$ cat src/rtl/hex_display_arbiter_if.sv
// Display arbitration bus: three requesters, one shared six-digit display.
// Requesters drive REQ/ADV/DATA; the arbiter returns GNT and the segments.
interface hex_display_arbiter_if;
  logic [0:2]  REQ;
  logic        ADV;
  logic [0:23] DATA0;
  logic [0:23] DATA1;
  logic [0:23] DATA2;
  logic [0:2]  GNT;
  logic [0:7]  HEX0;
  logic [0:7]  HEX1;
  logic [0:7]  HEX2;
  logic [0:7]  HEX3;
  logic [0:7]  HEX4;
  logic [0:7]  HEX5;

  modport master (
    output REQ, ADV, DATA0, DATA1, DATA2,
    input  GNT, HEX0, HEX1, HEX2, HEX3, HEX4, HEX5
  );

  modport slave (
    input  REQ, ADV, DATA0, DATA1, DATA2,
    output GNT, HEX0, HEX1, HEX2, HEX3, HEX4, HEX5
  );
endinterface

$ cat src/rtl/hex_display_arbiter.sv
// Round-robin arbiter sharing six 7-segment digits among three requesters.
// A grant is held for DWELL cycles unless dropped or advanced early.
module hex_display_arbiter #(
  parameter int DWELL = 50_000_000
) (
  input  logic CLOCK_50,
  input  logic RESET,
  hex_display_arbiter_if.slave bus
);

  localparam int CW = (DWELL > 1) ? $clog2(DWELL) : 1;
  localparam logic [CW-1:0] CMAX = CW'(DWELL - 1);

  typedef enum logic {
    IDLE,
    GRANT
  } state_t;

  state_t      state_q, state_d;
  logic [0:2]  gnt_q, gnt_d;
  logic [1:0]  last_q, last_d;
  logic [CW-1:0] cnt_q, cnt_d;
  logic [0:7]  hex_q [6];
  logic [0:7]  hex_d [6];

  logic [2:0]  pick_any;
  logic [2:0]  pick_oth;
  logic [CW-1:0] cnt_inc;
  logic [0:23] sel;

  function automatic logic [1:0] rr_next(
    input logic [1:0] i
  );
    return (i == 2'd2) ? 2'd0 : i + 2'd1;
  endfunction

  function automatic logic [0:2] onehot(
    input logic [1:0] i
  );
    logic [0:2] o;
    unique case (i)
      2'd0:    o = 3'b100;
      2'd1:    o = 3'b010;
      default: o = 3'b001;
    endcase
    return o;
  endfunction

  // {found, index}; the current owner is only eligible when incl is set
  function automatic logic [2:0] rr_pick(
    input logic [0:2] r,
    input logic [1:0] l,
    input logic       incl
  );
    logic [1:0] c1;
    logic [1:0] c2;
    logic [2:0] p;
    c1 = rr_next(l);
    c2 = rr_next(c1);
    p  = 3'b000;
    if (r[c1])
      p = {1'b1, c1};
    else if (r[c2])
      p = {1'b1, c2};
    else if (incl && r[l])
      p = {1'b1, l};
    return p;
  endfunction

  function automatic logic [0:7] seg(
    input logic [3:0] n
  );
    logic [0:7] s;
    unique case (n)
      4'h0:    s = 8'hC0;
      4'h1:    s = 8'hF9;
      4'h2:    s = 8'hA4;
      4'h3:    s = 8'hB0;
      4'h4:    s = 8'h99;
      4'h5:    s = 8'h92;
      4'h6:    s = 8'h82;
      4'h7:    s = 8'hF8;
      4'h8:    s = 8'h80;
      4'h9:    s = 8'h90;
      4'hA:    s = 8'h88;
      4'hB:    s = 8'h83;
      4'hC:    s = 8'hC6;
      4'hD:    s = 8'hA1;
      4'hE:    s = 8'h86;
      default: s = 8'h8E;
    endcase
    return s;
  endfunction

  always_comb begin
    state_d  = state_q;
    gnt_d    = gnt_q;
    last_d   = last_q;
    cnt_d    = cnt_q;
    pick_any = rr_pick(bus.REQ, last_q, 1'b1);
    pick_oth = rr_pick(bus.REQ, last_q, 1'b0);
    cnt_inc  = (cnt_q == CMAX) ? cnt_q : cnt_q + 1'b1;

    unique case (state_q)
      IDLE: begin
        if (pick_any[2]) begin
          state_d = GRANT;
          gnt_d   = onehot(pick_any[1:0]);
          last_d  = pick_any[1:0];
          cnt_d   = '0;
        end
      end
      default: begin
        // last_q always names the current owner while granted
        if (!bus.REQ[last_q]) begin
          if (pick_oth[2]) begin
            gnt_d  = onehot(pick_oth[1:0]);
            last_d = pick_oth[1:0];
            cnt_d  = '0;
          end else begin
            state_d = IDLE;
            gnt_d   = 3'b000;
            cnt_d   = '0;
          end
        end else if ((cnt_q == CMAX || bus.ADV)
                     && pick_oth[2]) begin
          gnt_d  = onehot(pick_oth[1:0]);
          last_d = pick_oth[1:0];
          cnt_d  = '0;
        end else begin
          cnt_d = cnt_inc;
        end
      end
    endcase
  end

  always_comb begin
    sel = bus.DATA0;
    unique case (1'b1)
      gnt_q[0]: sel = bus.DATA0;
      gnt_q[1]: sel = bus.DATA1;
      gnt_q[2]: sel = bus.DATA2;
      default:  sel = bus.DATA0;
    endcase
    for (int k = 0; k < 6; k++) begin
      hex_d[k] = (state_q == GRANT)
                 ? seg(sel[4*k +: 4])
                 : 8'hBF;
    end
  end

  always_ff @(posedge CLOCK_50) begin
    if (RESET) begin
      state_q <= IDLE;
      gnt_q   <= 3'b000;
      last_q  <= 2'd2;
      cnt_q   <= '0;
      for (int k = 0; k < 6; k++)
        hex_q[k] <= 8'hFF;
    end else begin
      state_q <= state_d;
      gnt_q   <= gnt_d;
      last_q  <= last_d;
      cnt_q   <= cnt_d;
      for (int k = 0; k < 6; k++)
        hex_q[k] <= hex_d[k];
    end
  end

  assign bus.GNT  = gnt_q;
  assign bus.HEX0 = hex_q[0];
  assign bus.HEX1 = hex_q[1];
  assign bus.HEX2 = hex_q[2];
  assign bus.HEX3 = hex_q[3];
  assign bus.HEX4 = hex_q[4];
  assign bus.HEX5 = hex_q[5];

endmodule

$ cat src/flat_wrapper.sv
// flat-port wrapper written by rule: the top's interface ports become plain ports
module hex_display_arbiter_flat 
#(
  parameter int DWELL = 50_000_000
)
  (CLOCK_50, RESET, bus_REQ, bus_ADV, bus_DATA0, bus_DATA1, bus_DATA2, bus_GNT, bus_HEX0, bus_HEX1, bus_HEX2, bus_HEX3, bus_HEX4, bus_HEX5);
  hex_display_arbiter_if bus_i ();
  input  logic CLOCK_50;
  input  logic RESET;
  input wire logic [$bits(bus_i.REQ)-1:0] bus_REQ;
  input wire logic [$bits(bus_i.ADV)-1:0] bus_ADV;
  input wire logic [$bits(bus_i.DATA0)-1:0] bus_DATA0;
  input wire logic [$bits(bus_i.DATA1)-1:0] bus_DATA1;
  input wire logic [$bits(bus_i.DATA2)-1:0] bus_DATA2;
  output wire logic [$bits(bus_i.GNT)-1:0] bus_GNT;
  output wire logic [$bits(bus_i.HEX0)-1:0] bus_HEX0;
  output wire logic [$bits(bus_i.HEX1)-1:0] bus_HEX1;
  output wire logic [$bits(bus_i.HEX2)-1:0] bus_HEX2;
  output wire logic [$bits(bus_i.HEX3)-1:0] bus_HEX3;
  output wire logic [$bits(bus_i.HEX4)-1:0] bus_HEX4;
  output wire logic [$bits(bus_i.HEX5)-1:0] bus_HEX5;
  assign bus_i.REQ = bus_REQ;
  assign bus_i.ADV = bus_ADV;
  assign bus_i.DATA0 = bus_DATA0;
  assign bus_i.DATA1 = bus_DATA1;
  assign bus_i.DATA2 = bus_DATA2;
  assign bus_GNT = bus_i.GNT;
  assign bus_HEX0 = bus_i.HEX0;
  assign bus_HEX1 = bus_i.HEX1;
  assign bus_HEX2 = bus_i.HEX2;
  assign bus_HEX3 = bus_i.HEX3;
  assign bus_HEX4 = bus_i.HEX4;
  assign bus_HEX5 = bus_i.HEX5;
  hex_display_arbiter #(.DWELL(DWELL)) u_core (.CLOCK_50(CLOCK_50), .RESET(RESET), .bus(bus_i));
endmodule
$ cat config.mk
export PLATFORM = sky130hd
export DESIGN_NAME = hex_display_arbiter_flat
export DESIGN_NICKNAME = d
export VERILOG_FILES = /design/src/rtl/hex_display_arbiter_if.sv /design/src/rtl/hex_display_arbiter.sv /design/src/flat_wrapper.sv
export SDC_FILE = /design/constraint.sdc
export NUM_CORES = 1
export LEC_CHECK = 0
export BUFFER_PORTS_ARGS = -buffer_cell sky130_fd_sc_hd__buf_2
export CORE_UTILIZATION = 48
export CTS_CLUSTER_SIZE = 25
export DETAILED_ROUTE_END_ITERATION = 7
export GPL_ROUTABILITY_DRIVEN = 0
export GPL_TIMING_DRIVEN = 1
export PLACE_DENSITY = 0.85
export SKIP_CTS_REPAIR_TIMING = 1
export SKIP_LAST_GASP = 1
export SYNTH_ARGS = -nofsm -noshare
export SYNTH_HDL_FRONTEND = slang
export SYNTH_SLANG_ARGS = --single-unit
$ cat constraint.sdc
create_clock -name CLOCK_50 -period 2.8 [get_ports CLOCK_50]
set_input_delay 0 -clock CLOCK_50 [delete_from_list [all_inputs] [get_ports CLOCK_50]]
set_output_delay 0 -clock CLOCK_50 [all_outputs]
set_load 0.03 [all_outputs]
After elaboration in Yosys (flattened, before gate mapping)
Memories as Yosys holds them, arrays and structs flattened. Cells that the tools add are included.

ROM bits: 672. Latch bits: 0. Word-level logic and storage cells: 95. Memories: 7. Flip-flop bits (word level): 32. RAM bits: 48. Input port bits: 78. Output and inout port bits: 51.

Shift operators: 0. $add $sub $neg: 3. Divide/modulo/power cells: 0. Bitwise gates (word level): 9. Multiply operators: 0. Equality and inequality tests: 8. Reductions and logical operators: 8. Order comparisons: 3. Muxes and demuxes: 53.

Memories: (name not given) (depth 16, width 7, read ports 1, clocked after memory_dff 0, wr ports 0, line hex_display_arbiter.sv:74) `unique case (n)`; (name not given) (depth 16, width 7, read ports 1, clocked after memory_dff 0, wr ports 0, line hex_display_arbiter.sv:74); (name not given) (depth 16, width 7, read ports 1, clocked after memory_dff 0, wr ports 0, line hex_display_arbiter.sv:74); (name not given) (depth 16, width 7, read ports 1, clocked after memory_dff 0, wr ports 0, line hex_display_arbiter.sv:74); (name not given) (depth 16, width 7, read ports 1, clocked after memory_dff 0, wr ports 0, line hex_display_arbiter.sv:74); (name not given) (depth 16, width 7, read ports 1, clocked after memory_dff 0, wr ports 0, line hex_display_arbiter.sv:74); +1 memories.

Operator list (count): two-way mux 26 bit (5); two-way mux 8 bit (12); one-hot mux 24 bit (2 select lines) (1); two-way mux 3 bit (10); adder 26 x 1 -> 26 bit, second input constant (1); == test 26 bit, second input constant (1); two-way mux 2 bit (7); two-way mux 1 bit (13); one-hot mux 3 bit (2 select lines) (2); >= comparator 3 bit, second input constant (3); inverter 2 -> 3 bit (3); binary-select mux 1 bit (select 2 bit) (3); inequality test 3 bit, second input constant (2); bitwise OR 1 bit (6); adder 2 x 1 -> 2 bit, second input constant (2); == test 2 x 1 -> 1 bit, second input constant (2); == test 2 bit, second input constant (2); zero test 2 bit (2); inequality test 4 bit, second input constant (1); AND reduction 2 bit (2); AND reduction 3 bit (1); nonzero test 2 bit (1); logical AND 1 bit (1); logical OR 1 bit (1).

Longest topological paths before layout
Gate-level depths: netlist of run 1.

Depth after elaboration: 15. Mapped depth: 12. Mapped depth without buffers: 9.

Least setup slack after synthesis of run 1
No wires, ideal clock.

Path type: reg-to-reg. Start: reg u_core.gnt_q, in the netlist u_core.bus.GNT[1]. End: mem u_core.hex_q[0][3] (netlist name). Arrival time: 2.503 ns. Data required time: 2.676 ns. Path slack: 0.173 ns. Setup time: 0.124 ns. Stages on the path, launching flop included: 11. Period minus slack after synthesis: 2.627 ns. Buffers on the path: 3. Cells stage by stage: dfxtp_1 -> clkbuf_2 -> clkbuf_1 -> clkbuf_1 -> a22oi_1 -> nand2_1 -> inv_1 -> ha_1 -> inv_1 -> mux4_2 -> nand2b_1.

RTL lines: start: declaration (line hex_display_arbiter.sv:20) `logic [0:2] gnt_q, gnt_d;`; start signal: assignment (line hex_display_arbiter.sv:162) `gnt_q <= gnt_d;`; end: declaration (line hex_display_arbiter.sv:23) `logic [0:7] hex_q [6];`.

==> results of run 1 <==
worst max-delay path by stage:
| stage | startpoint | end | slack, ns |
|---|---|---|---|
| global route | u_core.bus.GNT[2] | u_core.hex_q[0][27] | 0.17 |
| finish | u_core.bus.GNT[2] | u_core.hex_q[0][22] | 0.33 |
| CTS | u_core.bus.GNT[2] | u_core.hex_q[0][22] | 0.39 |
| detailed placement | u_core.bus.GNT[2] | u_core.hex_q[0][22] | 0.40 |
| global placement | u_core.bus.GNT[2] | u_core.hex_q[0][22] | 0.49 |
| floorplan | u_core.bus.GNT[1] | u_core.hex_q[0][3] | 0.17 |
layer usage:
metal	vias to the layer above	track usage, %	wire [um]
met1	2164	30.49	5070
met3	45	4.387	866
li1	2230	-	-
met2	230	41.75	6008
met5	-	0	0
met4	0	15.05	423
flip-flops by register name, indices dropped and copies added, names as in the netlist:
name,cells
u_core.hex_q,42
u_core.last_q,2
u_core.cnt_q,26
u_core.bus.GNT,3
u_core.state_q,1
cell families after synthesis:
logic type,synth area share [%]
mux,2.772
compound gates,24.93
simple gates,22.15
flops,32.18
xor+xnor,3.996
fa+ha+maj,8.426
buf+inv,5.463
other cells,0.08147
layout make-up:
class | count | area share, %
Timing Repair Buffer | 134 | 12.98
Tap cell | 129 | 2.936
Sequential cell | 74 | 26.95
Clock buffer | 12 | 2.641
Inverter | 17 | 1.161
Multi-Input combinational cell | 428 | 52.61
Clock inverter | 3 | 0.7284
stage by stage:
stage | total power, mW | util (%) | hold slack (ns) | instance area [um2]
after floorplan | 1.856 | - | 0.1666 | 4622
after global placement | 2.087 | 57.21 | 0.3422 | 5311
after detailed placement | 2.120 | 57.21 | 0.3550 | 5311
after CTS | 2.918 | 59.20 | 0.01606 | 5497
after global routing | 3.083 | 59.20 | 0.04639 | 5497
final | 2.927 | 59.20 | 0.01914 | 5497
synth_stat cells (11+ instances only):
cell,count
a221o_1,13
inv_1,16
xor2_1,17
a21oi_1,26
nand2_1,57
clkbuf_1,12
dfxtp_1,74
nand3_1,24
nor2_1,57
o21ai_0,30
and2_1,11
ha_1,31
power by group through the flow:
stage	registers, mW	clock network (mW)	logic [mW]
2_1_floorplan	1.29	0	0.569
3_3_place_gp	1.18	0	0.912
3_5_place_dp	1.18	0	0.944
4_1_cts	1.15	0.814	0.951
5_1_grt	1.16	0.869	1.05
6_report	1.15	0.811	0.962
worst register-to-register path, cell delays in order, from the launching register on:
cell and delay (ns):
dfxtp_1 0.59, nor2_2 0.20, buf_12 0.21, a21oi_1 0.42
inv_1 0.16, ha_1 0.25, and2_1 0.17, a21oi_1 0.11
o21ai_0 0.08, a21o_1 0.18
cells in the final DEF, fill, tap and decap left out, types with 7 or more instances in the layout:
cell and n:
nor3b_1 7, and3_1 7, clkbuf_8 10, a221o_1 13
nand3_1 24, o221ai_1 7, mux2i_1 9, a211oi_1 9
a22o_1 8, nor2_1 56, and2_1 11, nand2_1 57
a22oi_1 9, buf_2 122, buf_4 11, a21oi_1 26
dfxtp_1 74, ha_1 31, o21ai_0 30, nor3_1 7
xor2_1 17, inv_1 16, nand4_1 9
==> flow_summary.json, run 1 <==
{
  "num_vias": 4669,
  "synth-main-ff-cell": "dfxtp_1",
  "relSlewSlack_pct": 52.00,
  "path_depth": 9,
  "core_area_mm2": 0.009284,
  "ys_ff_latch": 74,
  "cts_sinks": 74,
  "seq_power_share_pct": 39.4,
  "p_leak_nw": 2.340,
  "synth_edf_count": 0,
  "drt_iter0_drc": 301,
  "maxCapViolCount": 0,
  "power_frac_comb_pct": 32.9,
  "fill_cells": 813,
  "finalHoldViolCount": 0,
  "skew_ns": 0.009093,
  "reg2reg_from": "u_core.bus.GNT[2]",
  "die_w_um": 99.93,
  "root_buffer": "clkbuf_8",
  "cp_top_family": "compound AO/OA/AOI/OAI gates",
  "io_pins": 129,
  "routed_via_density": 5.858,
  "io_buffers": 122,
  "holdPathStages": 3,
  "worstMarginPinSlew_ns": 0.7201,
  "ir_worst_vdd_mv": 0.2579,
  "synth_cell_types": 66,
  "r2r_slack_ns": 0.33,
  "rsz0062_at_grt": "no",
  "slew_viol_final": 0,
  "slowest_stage": "dfxtp_1",
  "synth_top_area_share_pct": 32.18,
  "cts_buffer_depth": 2,
  "dr.pass1.iters": 5,
  "rows": 35,
  "grt_usage_pct": 25.15,
  "ys_warn_count": 0,
  "critPathMaxFanout": 26,
  "n_antenna_cell": 0,
  "grt-ovfl-total": 0,
  "tritoncts": "built",
  "hold_path.class": "input pin to flop",
  "grt_max_degree": 27,
  "clk_latency_ns": 0.35,
  "ys_top_cells_by_area": "dfxtp_1, ha_1, nand2_1",
  "cpPeakStageDelay_ns": 0.59,
  "power.clock.fraction_pct": 27.7,
  "start_util_pct": 49.58,
  "wl_per_cell_um": 15.52,
  "crit_chain": "nor2_2, buf_12, a21oi_1, inv_1, ha_1, and2_1, a21oi_1, o21ai_0, a21o_1",
  "antenna_found_initial": 0,
  "hpwl_mm": 9.290,
  "postSynthCellCount": 548,
  "clkSlewWorstSetupHoldPaths_ns": 0.07,
  "fin_cells": 797,
  "post-place-cells": 782,
  "multi_input_area_mm2": 0.002892,
  "cp.arrival_ns": 2.71,
  "p_sw_mw": 1.030,
  "totalWireLength_mm": 12.37,
  "die_h_um": 99.93,
  "timing.final.ws_setup_ns": 0.3339,
  "area_growth_syn_to_layout_pct": 19.41,
  "clock.fmax_mhz": 405.5,
  "seq_area_frac_synth_pct": 32.18,
  "seqCellArea_mm2": 0.001481,
  "grt_pass1_wl_mm": 20.15,
  "first_global_vias": 4385,
  "startpoint_type": "flop",
  "place_ws_ns": 0.3984,
  "p_sw_share_pct": 35.18,
  "status": "completed",
  "synth_largest_area_cell": "dfxtp_1",
  "worstPathRequired_ns": 3.05,
  "hold_end": "u_core.state_q",
  "reg2reg_to": "u_core.hex_q[0][22]",
  "nets": 773,
  "drive_gt1_share_pct": 24.85,
  "die-area_mm2": 0.009986,
  "reg2regPathDepth": 9,
  "drc": 0,
  "setup_viol": 0,
  "syn_area_mm2": 0.004603,
  "critical_path_buf_inv_count": 2,
  "synth.avg_cell_area_um2": 8.400,
  "cts_max_level": 3,
  "hold_start": "bus_REQ[1]",
  "ant_nets": 0,
  "p_per_area_mw_per_mm2": 532.5,
  "cts-buffers-inserted": 9,
  "min_period_ns": 2.466,
  "criticalPathCategory": "flop to flop",
  "crit_top_cell": "a21oi_1",
  "fin_crit_sh_pct": 88.07,
  "tns_ns": 0,
  "synthArstFlopShare_pct": 0,
  "p_int_mw": 1.897,
  "worst_setup_path_end_kind": "flop"
}
(Power assumes the default switching activity.)
==> run 2, diff against run 1 <==
--- a/config.mk
+++ b/config.mk
@@ -14,2 +14,3 @@
 export PLACE_DENSITY = 0.85
+export SETUP_SLACK_MARGIN = 0.5
 export SKIP_CTS_REPAIR_TIMING = 1
--- a/constraint.sdc
+++ b/constraint.sdc
@@ -3,2 +3,2 @@
 set_output_delay 0 -clock CLOCK_50 [all_outputs]
-set_load 0.03 [all_outputs]
+set_load 0.02 [all_outputs]
==> run 2 against run 1 <==
Against the previous run: the run now ends with negative hold slack left; total power increased by 2.6%; clock power increased by 13%; count of clock-buffer cells in the layout decreased by 2; fmax increased by 10%; first-iteration DRC count increased by 22%; final cell count increased by 0.25%; non-clock buffer count increased by 2; via count increased by 0.30%; flip-flop and latch count unchanged; sequential share of layout area decreased by 0.35 points.
==> flow_summary.json, run 2 (synthesized netlist as in run 1, its figures left out) <==
{
  "status": "finished, violations left",
  "violations": "negative hold slack",
  "cp.arrival_ns": 2.49,
  "cpPeakStageDelay_ns": 0.58,
  "num_vias": 4683,
  "drc": 0,
  "slowest_stage": "a21boi_0",
  "startpoint_type": "flop",
  "rows": 35,
  "ant_nets": 0,
  "root_buffer": "clkbuf_8",
  "critPathMaxFanout": 24,
  "skew_ns": 0.01104,
  "hpwl_mm": 9.123,
  "reg2regPathDepth": 7,
  "p_sw_share_pct": 34.32,
  "die_h_um": 99.93,
  "io_buffers": 122,
  "p_total_mw": 3.003,
  "p_leak_nw": 2.355,
  "final_util_pct": 60.19,
  "holdPathStages": 3,
  "seq_power_share_pct": 38.3,
  "clk_latency_ns": 0.36,
  "hold_start": "bus_REQ[1]",
  "largest_register": "u_core.hex_q",
  "drive_gt1_share_pct": 27.46,
  "tritoncts": "built",
  "ir_worst_vdd_mv": 0.2752,
  "worstMarginPinSlew_ns": 0.7267,
  "io_pins": 129,
  "power_frac_comb_pct": 31.3,
  "relSlewSlack_pct": 51.55,
  "area_growth_syn_to_layout_pct": 21.39,
  "cp_top_family": "compound AO/OA/AOI/OAI gates",
  "cts_sinks": 74,
  "design_area_mm2": 0.005588,
  "r2r_slack_ns": 0.56,
  "reg2reg_to": "u_core.hex_q[0][32]",
  "clock.fmax_mhz": 446.0,
  "p_int_mw": 1.972,
  "die_w_um": 99.93,
  "min_period_ns": 2.242,
  "totalWireLength_mm": 12.61,
  "cts-buffers-inserted": 9,
  "nets": 775,
  "die-area_mm2": 0.009986,
  "placed_cell_area_mm2": 0.005280,
  "clkSlewWorstSetupHoldPaths_ns": 0.08,
  "antenna_found_initial": 0,
  "critical_path_buf_inv_count": 1,
  "routed_via_density": 5.861,
  "wl_per_cell_um": 15.78,
  "p_sw_mw": 1.030,
  "crit_chain": "buf_4, a22oi_1, a21boi_0, nor2_1, or3b_2, o221ai_1, nand2_1",
  "grt_pass1_wl_mm": 19.69,
  "core_area_mm2": 0.009284,
  "maxCapViolCount": 0,
  "layout_common_cells": "buf_2, dfxtp_1, nand2_1",
  "final_common_cell": "buf_2",
  "criticalPathCategory": "flop to flop",
  "start_util_pct": 49.58,
  "setup_viol": 0,
  "hold_path.class": "input pin to flop",
  "power.clock.fraction_pct": 30.4,
  "seqCellArea_mm2": 0.001486,
  "hold_ws_ns": -0.01848,
  "reg2reg_from": "u_core.bus.GNT[2]",
  "fill_cells": 829,
  "largest_reg_flops": 42,
  "p_per_area_mw_per_mm2": 537.4,
  "worst_setup_path_end_kind": "flop",
  "slew_viol_final": 0,
  "multi_input_area_mm2": 0.002953,
  "grt_max_degree": 25,
  "rsz0062_at_grt": "no",
  "first_global_vias": 4232,
  "worstPathRequired_ns": 3.05,
  "grt-ovfl-total": 0,
  "dr.pass1.iters": 5,
  "fin_crit_sh_pct": 80.08,
  "drt_iter0_drc": 367,
  "finalHoldViolCount": 1,
  "grt_usage_pct": 24.73,
  "n_antenna_cell": 0,
  "cts_max_level": 3,
  "hold_end": "u_core.state_q",
  "cts_buffer_depth": 2,
  "tns_ns": 0
}
[run 2: cell types whose count changed in the layout (fill, tap and decap cells not counted), sizes merged]
cell	change
buf	+2
clkinvlp	+2
bufinv	+1
clkinv	-1
clkbuf	-2
[run 2: worst max path at each step]
stage | from | to | slack [ns] | cells past startpoint
2_1_floorplan | u_core.bus.GNT[1] | u_core.hex_q[0][3] | 0.54 | 9
3_3_place_gp | u_core.bus.GNT[2] | u_core.hex_q[0][22] | 0.65 | 9
3_5_place_dp | u_core.bus.GNT[2] | u_core.hex_q[0][22] | 0.47 | 9
4_1_cts | u_core.bus.GNT[2] | u_core.hex_q[0][22] | 0.47 | 9
5_1_grt | u_core.cnt_q[0] | u_core.cnt_q[2] | 0.49 | 6
6_report | u_core.bus.GNT[2] | u_core.hex_q[0][32] | 0.56 | 7
[run 2: layout make-up]
class	count	share of cell area, %
clock buffer	10	2.284
inverter	17	1.142
sequential	74	26.60
timing repair buffer	136	12.81
tap	129	2.888
multi-input combinational	428	52.84
clock inverter	5	1.433
[run 2: layer usage]
layer	GRT usage, %	routed length, um	vias to the layer above
met5	0	0	-
met4	12.33	412	0
met3	3.760	958	49
met2	41.70	6076	237
met1	30.77	5160	2164
li1	-	-	2233
[run 2: power by group through the flow]
stage                     combinational [mW]  clock (mW)  sequential, mW
after detailed placement               0.889           0            1.17
after CTS                              0.894       0.923            1.15
final                                  0.939       0.913            1.15
after global placement                 0.846           0            1.17
after floorplan                        0.574           0            1.24
after global routing                    1.02       0.968            1.16
[run 2: through the flow]
| stage | instances | worst slack [ns] |
|---|---|---|
| after CTS | 793 | 0.4692 |
| after global routing | 799 | 0.4927 |
| after global placement | 778 | 0.6521 |
| final | 799 | 0.5577 |
| after floorplan | 553 | 0.5381 |
| after detailed placement | 778 | 0.4748 |
[run 2: worst register-to-register path, stage by stage (launching register included)]
cell and delay [ns]:
dfxtp_2 0.36, buf_4 0.22, a22oi_1 0.26, a21boi_0 0.58, nor2_1 0.10, or3b_2 0.46
o221ai_1 0.08, nand2_1 0.08
